[src/rtl/cla_nibble_serial_adder_if.sv]
`default_nettype none
// ============================================================================
// Module   : cla_nibble_serial_adder_if
// Summary  : Operand request / result response handshake bundle for the
//            nibble-serial CLA adder.
// Revision : 1.0 - initial release
// ============================================================================
interface cla_nibble_serial_adder_if #(
    parameter int WIDTH = 16
);
    logic             in_valid;
    logic             in_ready;
    logic [WIDTH-1:0] a;
    logic [WIDTH-1:0] b;
    logic             cin;
    logic             out_valid;
    logic             out_ready;
    logic [WIDTH-1:0] sum;
    logic             cout;
    logic             overflow;

    modport master (
        output in_valid, a, b, cin, out_ready,
        input  in_ready, out_valid, sum, cout, overflow
    );

    modport slave (
        input  in_valid, a, b, cin, out_ready,
        output in_ready, out_valid, sum, cout, overflow
    );
endinterface
`default_nettype wire

[src/rtl/cla_nibble_serial_adder.sv]
`default_nettype none
// ============================================================================
// Module   : cla_nibble_serial_adder
// Summary  : WIDTH-bit adder evaluated one nibble per cycle through a single
//            4-bit carry-lookahead slice, LSB first, with registered carry.
// Revision : 1.0 - initial release
// ============================================================================
module cla_nibble_serial_adder #(
    parameter int WIDTH = 16
) (
    input  logic                      clk,
    input  logic                      rst_n,
    cla_nibble_serial_adder_if.slave  bus
);

    localparam int c_nib   = WIDTH / 4;
    localparam int c_idx_w = (c_nib > 1) ? $clog2(c_nib) : 1;
    localparam logic [c_idx_w-1:0] c_last = c_idx_w'(c_nib - 1);

    typedef enum logic [1:0] {
        IDLE = 2'd0,
        RUN  = 2'd1,
        DONE = 2'd2
    } state_t;

    state_t             r_state;
    state_t             w_state_nxt;
    logic [WIDTH-1:0]   r_a;
    logic [WIDTH-1:0]   r_b;
    logic [WIDTH-1:0]   r_sum;
    logic [c_idx_w-1:0] r_idx;
    logic               r_c;
    logic               r_cout;
    logic               r_ovf;

    logic               w_in_ready;
    logic               w_out_valid;
    logic               w_accept;
    logic               w_step;
    logic               w_last;

    logic [3:0]         w_a_nibs [c_nib];
    logic [3:0]         w_b_nibs [c_nib];
    logic [3:0]         w_a_sel;
    logic [3:0]         w_b_sel;
    logic [3:0]         w_p;
    logic [3:0]         w_g;
    logic [4:0]         w_c;
    logic [3:0]         w_s;

    // Operand nibble taps feeding the slice mux
    for (genvar gi = 0; gi < c_nib; gi++) begin : g_nib
        assign w_a_nibs[gi] = r_a[4*gi +: 4];
        assign w_b_nibs[gi] = r_b[4*gi +: 4];
    end

    assign w_a_sel  = w_a_nibs[r_idx];
    assign w_b_sel  = w_b_nibs[r_idx];
    assign w_accept = (r_state == IDLE) && bus.in_valid;
    assign w_step   = (r_state == RUN);
    assign w_last   = w_step && (r_idx == c_last);

    // Full lookahead: every group carry is a flat function of p, g and r_c
    always_comb begin
        w_p    = w_a_sel ^ w_b_sel;
        w_g    = w_a_sel & w_b_sel;
        w_c[0] = r_c;
        w_c[1] = w_g[0] | (w_p[0] & r_c);
        w_c[2] = w_g[1] | (w_p[1] & w_g[0]) | (w_p[1] & w_p[0] & r_c);
        w_c[3] = w_g[2] | (w_p[2] & w_g[1]) | (w_p[2] & w_p[1] & w_g[0])
               | (w_p[2] & w_p[1] & w_p[0] & r_c);
        w_c[4] = w_g[3] | (w_p[3] & w_g[2]) | (w_p[3] & w_p[2] & w_g[1])
               | (w_p[3] & w_p[2] & w_p[1] & w_g[0])
               | (w_p[3] & w_p[2] & w_p[1] & w_p[0] & r_c);
        w_s    = w_p ^ w_c[3:0];
    end

    always_ff @(posedge clk or negedge rst_n) begin
        if (!rst_n) begin
            r_state <= IDLE;
        end else begin
            r_state <= w_state_nxt;
        end
    end

    always_comb begin
        w_state_nxt = r_state;
        w_in_ready  = 1'b0;
        w_out_valid = 1'b0;
        case (r_state)
            IDLE: begin
                w_in_ready = 1'b1;
                if (bus.in_valid) begin
                    w_state_nxt = RUN;
                end
            end
            RUN: begin
                if (r_idx == c_last) begin
                    w_state_nxt = DONE;
                end
            end
            DONE: begin
                w_out_valid = 1'b1;
                if (bus.out_ready) begin
                    w_state_nxt = IDLE;
                end
            end
            default: begin
                w_state_nxt = IDLE;
            end
        endcase
    end

    always_ff @(posedge clk or negedge rst_n) begin
        if (!rst_n) begin
            r_a    <= '0;
            r_b    <= '0;
            r_idx  <= '0;
            r_c    <= 1'b0;
            r_cout <= 1'b0;
            r_ovf  <= 1'b0;
            r_sum  <= '0;
        end else if (w_accept) begin
            r_a    <= bus.a;
            r_b    <= bus.b;
            r_c    <= bus.cin;
            r_idx  <= '0;
            r_sum  <= '0;
        end else if (w_step) begin
            r_c   <= w_c[4];
            r_idx <= r_idx + c_idx_w'(1);
            for (int i = 0; i < c_nib; i++) begin
                if (r_idx == c_idx_w'(i)) begin
                    r_sum[4*i +: 4] <= w_s;
                end
            end
            // Overflow: carry into the sign bit differs from carry out of it
            if (w_last) begin
                r_cout <= w_c[4];
                r_ovf  <= w_c[3] ^ w_c[4];
            end
        end
    end

    assign bus.in_ready  = w_in_ready;
    assign bus.out_valid = w_out_valid;
    assign bus.sum       = r_sum;
    assign bus.cout      = r_cout;
    assign bus.overflow  = r_ovf;

endmodule
`default_nettype wire
[src/flat_wrapper.sv]
// flat-port wrapper written by rule: the top's interface ports become plain ports
module cla_nibble_serial_adder_flat 
#(
    parameter int WIDTH = 16
)
  (clk, rst_n, bus_in_valid, bus_a, bus_b, bus_cin, bus_out_ready, bus_in_ready, bus_out_valid, bus_sum, bus_cout, bus_overflow);
  cla_nibble_serial_adder_if #(.WIDTH(WIDTH)) bus_i ();
  input  logic clk;
  input  logic rst_n;
  input wire logic [$bits(bus_i.in_valid)-1:0] bus_in_valid;
  input wire logic [$bits(bus_i.a)-1:0] bus_a;
  input wire logic [$bits(bus_i.b)-1:0] bus_b;
  input wire logic [$bits(bus_i.cin)-1:0] bus_cin;
  input wire logic [$bits(bus_i.out_ready)-1:0] bus_out_ready;
  output wire logic [$bits(bus_i.in_ready)-1:0] bus_in_ready;
  output wire logic [$bits(bus_i.out_valid)-1:0] bus_out_valid;
  output wire logic [$bits(bus_i.sum)-1:0] bus_sum;
  output wire logic [$bits(bus_i.cout)-1:0] bus_cout;
  output wire logic [$bits(bus_i.overflow)-1:0] bus_overflow;
  assign bus_i.in_valid = bus_in_valid;
  assign bus_i.a = bus_a;
  assign bus_i.b = bus_b;
  assign bus_i.cin = bus_cin;
  assign bus_i.out_ready = bus_out_ready;
  assign bus_in_ready = bus_i.in_ready;
  assign bus_out_valid = bus_i.out_valid;
  assign bus_sum = bus_i.sum;
  assign bus_cout = bus_i.cout;
  assign bus_overflow = bus_i.overflow;
  cla_nibble_serial_adder #(.WIDTH(WIDTH)) u_core (.clk(clk), .rst_n(rst_n), .bus(bus_i));
endmodule
[config.mk]
export PLATFORM = sky130hd
export DESIGN_NAME = cla_nibble_serial_adder_flat
export DESIGN_NICKNAME = d
export VERILOG_FILES = /design/src/rtl/cla_nibble_serial_adder_if.sv /design/src/rtl/cla_nibble_serial_adder.sv /design/src/flat_wrapper.sv
export SDC_FILE = /design/constraint.sdc
export NUM_CORES = 1
export LEC_CHECK = 0
export BUFFER_PORTS_ARGS = -buffer_cell sky130_fd_sc_hd__buf_2
export CAP_MARGIN = 10
export CORE_UTILIZATION = 30
export CTS_CLUSTER_DIAMETER = 100
export DETAILED_ROUTE_END_ITERATION = 8
export PLACE_DENSITY_LB_ADDON = 0.3
export RECOVER_POWER = 25
export SLEW_MARGIN = 20
export SYNTH_ARGS = -nofsm -noshare
export SYNTH_HDL_FRONTEND = slang
export SYNTH_SLANG_ARGS = --single-unit
[constraint.sdc]
create_clock -name clk -period 3.7 [get_ports clk]
set_input_delay 0.185 -clock clk [delete_from_list [all_inputs] [get_ports clk]]
set_output_delay 0.185 -clock clk [all_outputs]
set_load 0.01 [all_outputs]
[Word-level counts from Yosys, hierarchy flattened]
Index checks and enable logic that the tools add are counted.
Word-level totals
  flip-flop bits (word level): 55
  bits of input ports: 37
  output and inout bits: 20
  logic and storage cells: 90
Cells by class
  $add $sub $neg: 1
  magnitude comparators: 1
  eq/ne operators: 8
  mux-type cells: 22
  bitwise gates (word level): 32
  reductions and logical operators: 15
Operator list (count)
  $mux W16: 2
  $mux W4: 8
  $and A1 B1 Y1: 16
  $bmux W4 S2: 2
  $mux W2: 5
  $or A1 B1 Y1: 10
  $reduce_bool A2 Y1: 5
  $reduce_and A2 Y1: 4
  $xor A4 B4 Y4: 2
  $eq A2 B2 Y1 const B: 3
  $ne A2 B2 Y1 const B: 3
  $pmux W2 S3: 1
  $reduce_and A3 Y1: 2
  $and A4 B4 Y4: 1
  $eq A2 B1 Y1 const B: 2
  $logic_not A2 Y1: 2
  $mux W1: 4
  $ge A3 B3 Y1 const B: 1
  $not A2 Y3: 1
  $add A2 B1 Y2 const B: 1
  $logic_and A1 B1 Y1: 2
  $not A1 Y1: 1
  $xor A1 B1 Y1: 1

[Logic depth before layout (Yosys ltp)]
  depth after elaboration: 13
  depth in mapped cells: 8
  gate-level depth less buffers: 6

[Least setup slack after synthesis]
Ideal clock, no wire load.
  path kind: register to register
  from: reg u_core.r_idx[0]
  to: reg u_core.r_sum[10], in the netlist u_core.bus.sum[10]
  setup time: 0.120 ns
  arrival time: 2.262 ns
  required time: 3.580 ns
  setup slack: 1.318 ns
  stages on the path, launching flop included: 8
  path buffers: 1
  period minus slack after synthesis: 2.382 ns
  cells stage by stage: dfrtp_1 buf_2 mux4_2 ha_1 a21o_1 a21oi_2 mux2i_1 nor2_1
Between the ends
  cells in the longest elaborated chain, start to end: 12
  elaborated cells between the ends (all ways): 21
  those cells by class: eq/ne: 1; mux: 9; bitwise: 9; reduce/logical: 2
Ends and longest elaborated chain
  start: declaration: line cla_nibble_serial_adder.sv:31  | logic [c_idx_w-1:0] r_idx;
  start signal: assignment: line cla_nibble_serial_adder.sv:131  | r_idx <= r_idx + c_idx_w'(1);
  $not A2 Y3 (not written as such): line cla_nibble_serial_adder.sv:57, cla_nibble_serial_adder.sv:58
  $bmux W4 S2 (on tied branches): line cla_nibble_serial_adder.sv:57, cla_nibble_serial_adder.sv:58
  $mux W4 (on tied branches) (2 in series): line cla_nibble_serial_adder.sv:57, cla_nibble_serial_adder.sv:58
  $xor A4 B4 Y4 or $and A4 B4 Y4 (tied branches): line cla_nibble_serial_adder.sv:65, cla_nibble_serial_adder.sv:66
  $and A1 B1 Y1: line cla_nibble_serial_adder.sv:69  | w_c[2] = w_g[1] | (w_p[1] & w_g[0]) | (w_p[1] & w_p[0] & r_c);
  $or A1 B1 Y1 or $and A1 B1 Y1 (tied branches): line cla_nibble_serial_adder.sv:69
  $or A1 B1 Y1: line cla_nibble_serial_adder.sv:69
  $xor A4 B4 Y4: line cla_nibble_serial_adder.sv:75  | w_s = w_p ^ w_c[3:0];
  $mux W4: line cla_nibble_serial_adder.sv:133  | if (r_idx == c_idx_w'(i)) begin
  $mux W16: line cla_nibble_serial_adder.sv:129  | end else if (w_step) begin
  $mux W16: line cla_nibble_serial_adder.sv:123  | end else if (w_accept) begin
  end signal: indexed assignment: line cla_nibble_serial_adder.sv:134  | r_sum[4*i +: 4] <= w_s;
  end: declaration: line cla_nibble_serial_adder.sv:30  | logic [WIDTH-1:0] r_sum;
Several ways; a longest one is shown, not always the timed one. The select of a mux whose other input is x is not followed.
A chain may end at the register's enable or synchronous reset.

[Worst setup path after layout]
  from: reg u_core.r_idx[0]
  to: reg u_core.r_sum[6], in the netlist u_core.bus.sum[6]
The elaborated chain is that of the path after synthesis.

==> run_results.csv <==
group,metric,value,unit
sta,slew_violations,30,
min_path,whs_path_depth,3,
flow_run,maxCapViolCount,1,
clock_tree,post_cts_buffers,0,
floorplanning,rows,34,
synth,syn_nets,323,
worst_setup_path,worstPathCellList,"mux4_2, ha_1, a21o_1, a21oi_2, mux2i_1, nor2_1",
clock_tree,clk_latency,0.31,ns
grt,grt_max_degree,37,
synth,synth_top_area_cell,"dfrtp_1",
grt,grt.overflow.total,0,
finish,diodes,0,
floorplanning,design.core.area,8680,µm²
detailed_routing,drtAntennaViolNets,0,
detailed_routing,via_per_inst,4.57,
power_and_ir_drop,ir_drop,0.280,mV
clock_tree,cts_buffer_depth,2,
sta,hold_viol,0,
detailed_routing,vias,1990,
sta,post-route-period-util,70.4,%
placement,place.gp.congestion,0.858,
floorplanning,io_pins,57,
grt,grt_pass1_vias,2043,
placement,port_buffers,56,
power_and_ir_drop,power.density,941,nW/µm²
synth,synthTopCellsByArea,"dfrtp_1 52%, nand2_1 15%, mux4_2 6.7%, ha_1 4.2%, mux2i_1 2.6%",
detailed_routing,wl_per_cell,13.5,µm
floorplanning,die-width,96.4,µm
sta,period_needed,2.61,ns
worst_setup_path,slowest_delay,0.75,ns
grt,antenna_found_initial,0,
power_and_ir_drop,p_leak,0.00160,µW
finish,drive_gt1_share,23.2,%
clock_tree,htreeDepth,2,
detailed_routing,drt_iter0_drc,59,
synth,synthesis.instances,276,
clock_tree,cts_resized,0,
floorplanning,die_area,9290,µm²
detailed_routing,route.detailed.drc,0,
synth,yosysUniqueCellTypes,34,
synth,avgSynthCellArea,9.68,µm²
sta,slew_headroom,-7.66,%
synth,synthArstFlopShare,100,%
synth,synth_edf_count,0,
sta,max_freq,0.384,GHz
power_and_ir_drop,total_power,2930,µW
clock_tree,cts_buffers,5,
sta,rsz0062_at_grt,"no",
placement,dp_hpwl,4.33,mm
status,violations,"max-capacitance violations, max-slew violations",
worst_setup_path,crit_path_start_kind,"flip-flop",
clock_tree,cts_tree,"done",
synth,synth_ff_type,"dfrtp_1",
grt,globalRouteTotalUtil,13.9,%
sta,finalSetupViolCount,0,
worst_setup_path,worstSetupPathType,"flip-flop to flip-flop",
synth,yosys_warnings,0,
floorplanning,fp.dieH,96.4,µm
detailed_routing,firstDrtPassIters,4,
clock_tree,clock-root-buffer,"clkbuf_8",
worst_setup_path,reg2reg_depth,6,
min_path,hold_class,"primary input to flip-flop",
worst_setup_path,critPathSlowestCell,"dfrtp_1",
floorplanning,initial_utilization,30.8,%
finish,fillers,925,
sta,tightest_slew,1.61,ns
clock_tree,clkTransAtPathRegs,0.10,ns
finish,syn2layout_area_growth,16.7,%
sta,finClkSkew,0.00665,ns
finish,fin_nets,373,
clock_tree,hold_buffers,1,
synth,yosysSeqAreaShare,51.5,%
grt,grt_pass1_wl,9.71,mm
status,status,"finished, violations left",
worst_setup_path,critPathMaxFanout,13,
sta,fin_setup_tns,0,ns
synth,syn_area,2670,µm²
worst_setup_path,arrival,2.81,ns
worst_setup_path,required,3.90,ns
clock_tree,cts.sinks,55,
detailed_routing,wl,5.85,mm
synth,synth_seq_cells,55,
synth,synth_top_area_share,51.5,%
worst_setup_path,cp-end-kind,"flip-flop",
cell families (layout without fill, tap and decap cells):
kind of cell / after synthesis / after routing / share of synthesized area [%]
compound gates: 27 / 27 / 6.70
xor+xnor: 1 / 1 / 0.328
fa+ha+maj: 10 / 10 / 4.96
buf+inv: 23 / 74 / 4.22
flops: 55 / 55 / 51.5
mux: 15 / 15 / 9.37
simple gates: 145 / 145 / 22.9
registers in the layout, summed over array words and instances (netlist names):
name                 cells
u_core.bus.sum          16
u_core.r_a              16
u_core.r_b              16
u_core.r_idx             2
u_core.r_state           2
u_core.bus.cout          1
u_core.bus.overflow      1
u_core.r_c               1
final cells by class:
| cell class | count | area (µm²) | share of cell area (%) |
|---|---|---|---|
| Sequential cell | 55 | 1380 | 44.2 |
| Clock inverter | 3 | 25.0 | 0.803 |
| Multi-Input combinational cell | 198 | 1180 | 37.9 |
| Clock buffer | 5 | 68.8 | 2.21 |
| Inverter | 6 | 22.5 | 0.723 |
| Tap cell | 108 | 135 | 4.34 |
| Timing Repair Buffer | 60 | 307 | 9.84 |
cells in the final DEF, fill, tap and decap left out, types with 4 or more instances in the layout:
cell and count:
a211oi_1 5, mux2i_1 7, dfrtp_1 55, nor2_1 13
mux4_2 8, ha_1 9, clkbuf_1 5, buf_2 51
nor3_1 5, and3_1 4, o21ai_0 13, inv_1 6
nand2_1 108, clkbuf_8 5
cells in the mapped netlist, types with 2 or more instances:
cell      number
and3b_1        2
nor2_1        13
clkbuf_1       6
and3_1         4
nand2_1      108
buf_2          8
nor3b_1        3
nor3_1         5
mux4_2         8
o21ai_0       13
a211oi_1       5
nand3_1        3
a21oi_1        3
ha_1           9
buf_6          2
inv_1          6
mux2i_1        7
dfrtp_1       55
final timing paths:
| check | start | to | slack, ns |
|---|---|---|---|
| setup reg to reg | u_core.r_idx[0] | u_core.bus.sum[6] | 1.09 |
| setup / recovery | u_core.r_idx[0] | u_core.bus.sum[6] | 1.09 |
| max in group asynchronous | rst_n | u_core.r_a[9] | 1.77 |
| hold reg to reg | u_core.r_b[11] | u_core.r_b[11] | 0.49 |
| hold / removal | bus_a[3] | u_core.r_a[3] | 0.06 |
| min in group asynchronous | rst_n | u_core.bus.sum[3] | 0.81 |
metrics by stage:
stage	instance area (µm²)	instances	utilization, %	hold WS, ns	worst slack, ns
6_report	3120	435	35.9	0.0551	1.09
5_1_grt	3120	435	35.9	0.0484	0.846
4_1_cts	3120	435	36.0	0.0485	1.03
3_5_place_dp	3020	426	34.8	0.257	1.07
3_3_place_gp	3020	426	34.8	0.253	1.10
2_1_floorplan	2670	276	-	-0.111	1.32
critical path, delay by kind of cell, from the launching register on:
kind                     cells  cell delay, ns
multiplexers                 2            0.88
adder cells (fa/ha/maj)      1            0.35
AND/OR/NAND/NOR              1            0.06
AO/OA/AOI/OAI                2            0.47
flip-flops                   1            0.75
routing by layer:
| layer | part of all wire, % | global-route usage, % |
|---|---|---|
| met5 | 0 | 0 |
| met4 | 0.91 | 3.68 |
| met3 | 5.1 | 2.53 |
| met2 | 46 | 23.2 |
| met1 | 48 | 18.5 |
where the power goes:
group | internal, µW | switching (µW) | leakage, µW
clock | 136 | 204 | 0.0000443
combinational | 632 | 892 | 0.000867
sequential | 872 | 197 | 0.000693
Note: power is estimated with default switching activity, not from simulation.
